<file path="config.mk">
export PLATFORM = sky130hd
export DESIGN_NAME = ser_tx_shift
export DESIGN_NICKNAME = d
export VERILOG_FILES = /design/src/rtl/ser_tx_pkg.sv /design/src/rtl/ser_tx_baud_cnt.sv /design/src/rtl/ser_tx_shift.sv
export SDC_FILE = /design/constraint.sdc
export NUM_CORES = 1
export LEC_CHECK = 0
export BUFFER_PORTS_ARGS = -buffer_cell sky130_fd_sc_hd__buf_2
export CORE_UTILIZATION = 55
export CTS_BUF_LIST = sky130_fd_sc_hd__clkbuf_2
export DETAILED_ROUTE_END_ITERATION = 10
export HOLD_SLACK_MARGIN = 0.1
export PLACE_DENSITY_LB_ADDON = 0.05
export REMOVE_ABC_BUFFERS = 1
export SLEW_MARGIN = 5
export SYNTH_ARGS = -nofsm -noshare
export SYNTH_HDL_FRONTEND = slang
export SYNTH_HIERARCHICAL = 1
export SYNTH_SLANG_ARGS = --single-unit
</file>
<file path="constraint.sdc">
create_clock -name clk -period 2.4 [get_ports clk]
set_input_delay 0.48 -clock clk [delete_from_list [all_inputs] [get_ports clk]]
set_output_delay 0.48 -clock clk [all_outputs]
set_load 0.02 [all_outputs]
</file>
<file path="src/rtl/ser_tx_pkg.sv">
// Shared types and line levels for the serial frame transmitter.
// Optional parity stage is enabled by defining SER_TX_PARITY_EN.
package ser_tx_pkg;

    typedef enum logic [2:0] {
        IDLE,
        START,
        DATA,
        PARITY,
        STOP
    } tx_state_t;

    localparam logic IDLE_LVL  = 1'b1;
    localparam logic START_LVL = 1'b0;
    localparam logic STOP_LVL  = 1'b1;

endpackage

</file>
<file path="src/rtl/ser_tx_baud_cnt.sv">
// Modulo-BAUD_DIV bit-period counter; bit_tick marks the last clock of each serial bit.
module ser_tx_baud_cnt #(
    parameter int BAUD_DIV = 16
) (
    input  logic                        clk,
    input  logic                        CLRN,
    input  logic                        clr,
    input  logic                        en,
    output logic [$clog2(BAUD_DIV)-1:0] cnt,
    output logic                        bit_tick
);

    localparam int CW = $clog2(BAUD_DIV);

    assign bit_tick = en && (cnt == CW'(BAUD_DIV - 1));

    always_ff @(posedge clk or negedge CLRN) begin
        if (!CLRN) begin
            cnt <= '0;
        end else if (clr) begin
            cnt <= '0;
        end else if (en) begin
            cnt <= bit_tick ? '0 : cnt + CW'(1);
        end
    end

endmodule

</file>
<file path="src/rtl/ser_tx_shift.sv">
// Parallel-in/serial-out frame transmitter: start, data LSB-first, [parity], stop.
// Define SER_TX_PARITY_EN to insert an even-parity bit between data and stop.
module ser_tx_shift
    import ser_tx_pkg::*;
#(
    parameter int WIDTH    = 8,
    parameter int BAUD_DIV = 16
) (
    input  logic             clk,
    input  logic             CLRN,
    input  logic [WIDTH-1:0] din,
    input  logic             din_vld,
    output logic             din_rdy,
    output logic             TX,
    output logic             busy,
    output logic             done
);

    localparam int CW = $clog2(BAUD_DIV);
    localparam int BW = $clog2(WIDTH + 1);

    tx_state_t        state;
    logic [WIDTH-1:0] shreg;
    logic [WIDTH-1:0] shnext;
    logic [BW-1:0]    bit_cnt;
    logic [CW-1:0]    baud_cnt;
    logic             bit_tick;
`ifdef SER_TX_PARITY_EN
    logic             par;
`endif

    assign shnext = shreg >> 1;

    ser_tx_baud_cnt #(
        .BAUD_DIV (BAUD_DIV)
    ) u_baud (
        .clk      (clk),
        .CLRN     (CLRN),
        .clr      (state == IDLE),
        .en       (state != IDLE),
        .cnt      (baud_cnt),
        .bit_tick (bit_tick)
    );

    // TX carries the level of the state being entered, so the line is glitch-free
    // and the first start-bit clock is the one right after acceptance.
    always_ff @(posedge clk or negedge CLRN) begin
        if (!CLRN) begin
            state   <= IDLE;
            shreg   <= '0;
            bit_cnt <= '0;
            TX      <= IDLE_LVL;
            din_rdy <= 1'b1;
            busy    <= 1'b0;
            done    <= 1'b0;
`ifdef SER_TX_PARITY_EN
            par     <= 1'b0;
`endif
        end else begin
            done <= 1'b0;
            case (state)
                IDLE: begin
                    TX <= IDLE_LVL;
                    if (din_vld && din_rdy) begin
                        shreg   <= din;
                        bit_cnt <= '0;
`ifdef SER_TX_PARITY_EN
                        par     <= ^din;
`endif
                        state   <= START;
                        TX      <= START_LVL;
                        din_rdy <= 1'b0;
                        busy    <= 1'b1;
                    end
                end
                START: begin
                    if (bit_tick) begin
                        state <= DATA;
                        TX    <= shreg[0];
                    end
                end
                DATA: begin
                    if (bit_tick) begin
                        shreg   <= shnext;
                        bit_cnt <= bit_cnt + BW'(1);
                        if (bit_cnt == BW'(WIDTH - 1)) begin
`ifdef SER_TX_PARITY_EN
                            state <= PARITY;
                            TX    <= par;
`else
                            state <= STOP;
                            TX    <= STOP_LVL;
`endif
                        end else begin
                            TX <= shnext[0];
                        end
                    end
                end
                PARITY: begin
                    if (bit_tick) begin
                        state <= STOP;
                        TX    <= STOP_LVL;
                    end
                end
                STOP: begin
                    // done is registered, so raise it one clock ahead of the final stop clock
                    if (baud_cnt == CW'(BAUD_DIV - 2)) begin
                        done <= 1'b1;
                    end
                    if (bit_tick) begin
                        state   <= IDLE;
                        TX      <= IDLE_LVL;
                        din_rdy <= 1'b1;
                        busy    <= 1'b0;
                    end
                end
                default: begin
                    state   <= IDLE;
                    TX      <= IDLE_LVL;
                    din_rdy <= 1'b1;
                    busy    <= 1'b0;
                end
            endcase
        end
    end

endmodule
</file>
==> metrics.yaml <==
status:
  outcome: "complete, no violations"
floorplanning:
  die_height_um: 47.6
  die_width_um: 47.6
  design.die.area_um2: 2260
  fp.coreArea_um2: 1960
  start_util: 0.582
  top_ports: 15
  num_rows: 16
critical_path:
  arrival_ns: 2.42
  timing.reg2reg.setup_slack_ns: 0.23
  category_of_cells_accounting_for_the_largest_share_of_critical_path_delay: "simple AND/OR/NAND/NOR gates"
  worst_setup_path_startpoint: "state[1]"
  worst_r2r_endpoint: "shreg[2]"
  worstPathBufferInverterCount: 1
  crit_slowest_cell: "dfrtp_1"
  end_kind: "register"
  setup.worst_path.class: "register to register"
  worstPathRequired_ns: 2.65
  timing.critical_path.from_type: "register"
  timing.reg2reg.worst_path_depth: 7
  critical_path.max_fanout: 16
  slowest_delay_ns: 0.56
  critical_path.cell_chain: "or3_4, nand2_2, nor2_1, nand4bb_1, buf_4, o32a_1, o21a_1"
  rr_startpoint: "state[1]"
sta:
  setup-tns-final_ns: 0
  max_freq_ghz: 0.461
  relSlewSlack: 0.658
  fin_worst_skew_ns: 0.00330
  finalSetupViolations: 0
  hold_violations: 0
  finalCritPeriodShare: 0.905
  max_slew_violation_count: 0
  worstMarginPinSlew_ns: 0.511
  post-route-min-period_ns: 2.17
  unrepaired_setup_endpoints_after_global_routing: "no"
min_path:
  worst_hold_startpoint: "din[7]"
  hold_path.class: "primary input to register"
  holdPathStages: 2
  worstHoldEndpoint: "shreg[7]"
clock_network:
  cts.path.max_buffers: 2
  cts.sink_count: 23
  root_buffer: "clkbuf_2"
  h-tree-depth: 1
  cts-resized-gates: 0
  cts_tree: "done"
  cts.clk_slew.worst_paths_ns: 0.21
  insertion_delay_ns: 0.32
  cts_setup_buffers: 0
  number_of_cts_inserted_buffers: 3
drt:
  drt_first_pass_iters: 4
  drt-total-wl_um: 2180
  detail_route.drc_violations: 0
  detailedRoute.firstIterationViolations: 10
  wl_per_cell_um: 14.6
  drt.antenna.violating_nets: 0
  via_count: 875
  vias_per_cell: 5.87
pwr:
  max-vdd-ir-drop_mv: 0.307
  sw_power_uw: 126
  p_leak_uw: 0.000571
  p_clk_frac: 0.278
  report.power.total_uw: 565
  power_frac_seq: 0.687
  power.share.combinational: 0.035
  power.density_nw_per_um2: 455
  switching_share: 0.223
  cell_internal_pwr_uw: 439
logic_synthesis:
  synth_cell_area_um2: 1140
  number_of_different_library_cells_in_the_post_synthesis_netlist: 36
  synth-seq-cells: 23
  post_synth.cell_area_avg_um2: 10.5
  ys.warnings.count: 6
  synth_cells: 109
  sequential_to_total_area_share_from_yosys_stat: 0.506
placed_design:
  place.gp.congestion: 0.823
  numPortBuffers: 14
  dp_hpwl_um: 1510
grt:
  grt_max_degree: 24
  grt_antenna_before_repair: 0
  overflow: 0
  vias_in_the_first_global_route: 772
  global_route_wire_length_before_repair_um: 3420
  globalRouteTotalUtil: 0.220
final_layout:
  insertedDiodeCount: 0
  drive_gt1_frac: 0.221
  area_delta_synth_final_pct: 8.65
  finish.net_count: 136
flow_run:
  max_cap_viol_count: 0
[final cells by class]
cell class | count | area (um2)
inverters | 5 | 18.8
well taps | 27 | 33.8
repair buffers | 16 | 87.6
flip-flops and latches | 23 | 578
clock buffers | 4 | 20.0
fillers | 181 | 721
multi-input cells | 74 | 503
[cell usage after synthesis, drive strengths merged]
cell type / count / share of area
and4bb: 1 / 0.011
nand4: 1 / 0.0055
a31oi: 1 / 0.0055
nor3b: 1 / 0.0066
o221a: 1 / 0.0099
clkbuf: 4 / 0.013
inv: 5 / 0.016
dfrtp: 21 / 0.46
and3b: 1 / 0.0077
o2bb2ai: 1 / 0.0077
o21a: 7 / 0.046
nand4bb: 1 / 0.0099
or3: 2 / 0.015
o22ai: 1 / 0.0055
mux2i: 4 / 0.035
o31ai: 1 / 0.0066
nand2: 13 / 0.045
nor4bb: 1 / 0.0088
nand2b: 1 / 0.0055
nand4b: 1 / 0.0077
nand3b: 1 / 0.0066
nor2: 6 / 0.020
buf: 3 / 0.024
o21ai: 10 / 0.047
a31o: 1 / 0.0077
o32a: 6 / 0.053
nand3: 2 / 0.0088
ha: 2 / 0.022
a21oi: 5 / 0.022
dfstp: 2 / 0.046
nor4b: 1 / 0.0077
xor2: 1 / 0.0077
[cell families (layout without fill, tap and decap cells)]
group,count (synthesis),after routing,synth area share
compound gates,34,34,0.210
xor+xnor,1,1,0.00767
fa+ha+maj,2,2,0.0219
buf+inv,12,25,0.0537
flops,23,23,0.506
mux,4,4,0.0351
simple gates,33,33,0.165
[power groups by stage]
stage | registers [uW] | logic (uW) | clock network, uW
2_1_floorplan | 395 | 2.13 | 0
3_3_place_gp | 395 | 18.6 | 0
3_5_place_dp | 395 | 19.0 | 0
4_1_cts | 388 | 20.1 | 164
5_1_grt | 389 | 22.2 | 178
6_report | 388 | 19.7 | 157
[worst max-delay path by stage]
| stage | cells past startpoint | slack, ns | end |
|---|---|---|---|
| 3_3_place_gp | 7 | 0.35 | shreg[5] |
| 3_5_place_dp | 7 | 0.32 | shreg[2] |
| 4_1_cts | 7 | 0.26 | shreg[2] |
| 5_1_grt | 7 | 0.07 | shreg[2] |
| 2_1_floorplan | 6 | 0.51 | shreg[6] |
| 6_report | 7 | 0.23 | shreg[2] |
[flip-flops by register name (all words and copies together) (netlist names)]
| signal | flops |
|---|---|
| busy | 1 |
| u_baud/cnt | 4 |
| din_rdy | 1 |
| TX | 1 |
| bit_cnt | 4 |
| shreg | 8 |
| state | 3 |
| done | 1 |
[stage by stage]
stage / area, um2 / instances / hold slack [ns] / worst slack [ns] / utilization
global route: 1240 / 149 / 0.328 / 0.0727 / 0.633
CTS: 1240 / 149 / 0.350 / 0.263 / 0.633
floorplan: 1100 / 102 / 0.184 / 0.505 / -
detailed placement: 1210 / 144 / 0.480 / 0.318 / 0.617
global placement: 1210 / 144 / 0.459 / 0.348 / 0.617
finish: 1240 / 149 / 0.357 / 0.229 / 0.633
[cell usage in the layout (no fill, tap or decap), types with 2 or more instances in the layout]
master	instances
inv_1	5
a21oi_1	5
dfrtp_1	21
nand2_1	12
mux2i_1	4
dfstp_2	2
nand3_1	2
o21a_1	7
ha_1	2
o21ai_0	9
buf_2	14
o32a_1	6
clkbuf_2	4
nor2_1	6
[what timing repair did]
item                       CTS  global route
hold buffers                 1             0
setup endpoints to repair    0             0
hold endpoints to repair    21             0
[routing by layer]
layer	vias up	global-route usage	part of all wire
li1	423	-	-
met4	0	0.0889	0.0050
met2	21	0.337	0.48
met3	2	0.0340	0.029
met5	-	0	0
met1	429	0.315	0.48
[worst reg2reg max path, delay by kind of cell, from the launching register on]
family                 cells  cell delay (ns)
buffers and inverters      1             0.21
DFF                        1             0.56
and+or+nand+nor            4             1.03
AOI/OAI and AO/OA          2             0.29
Note: power is estimated with default switching activity, not from simulation.
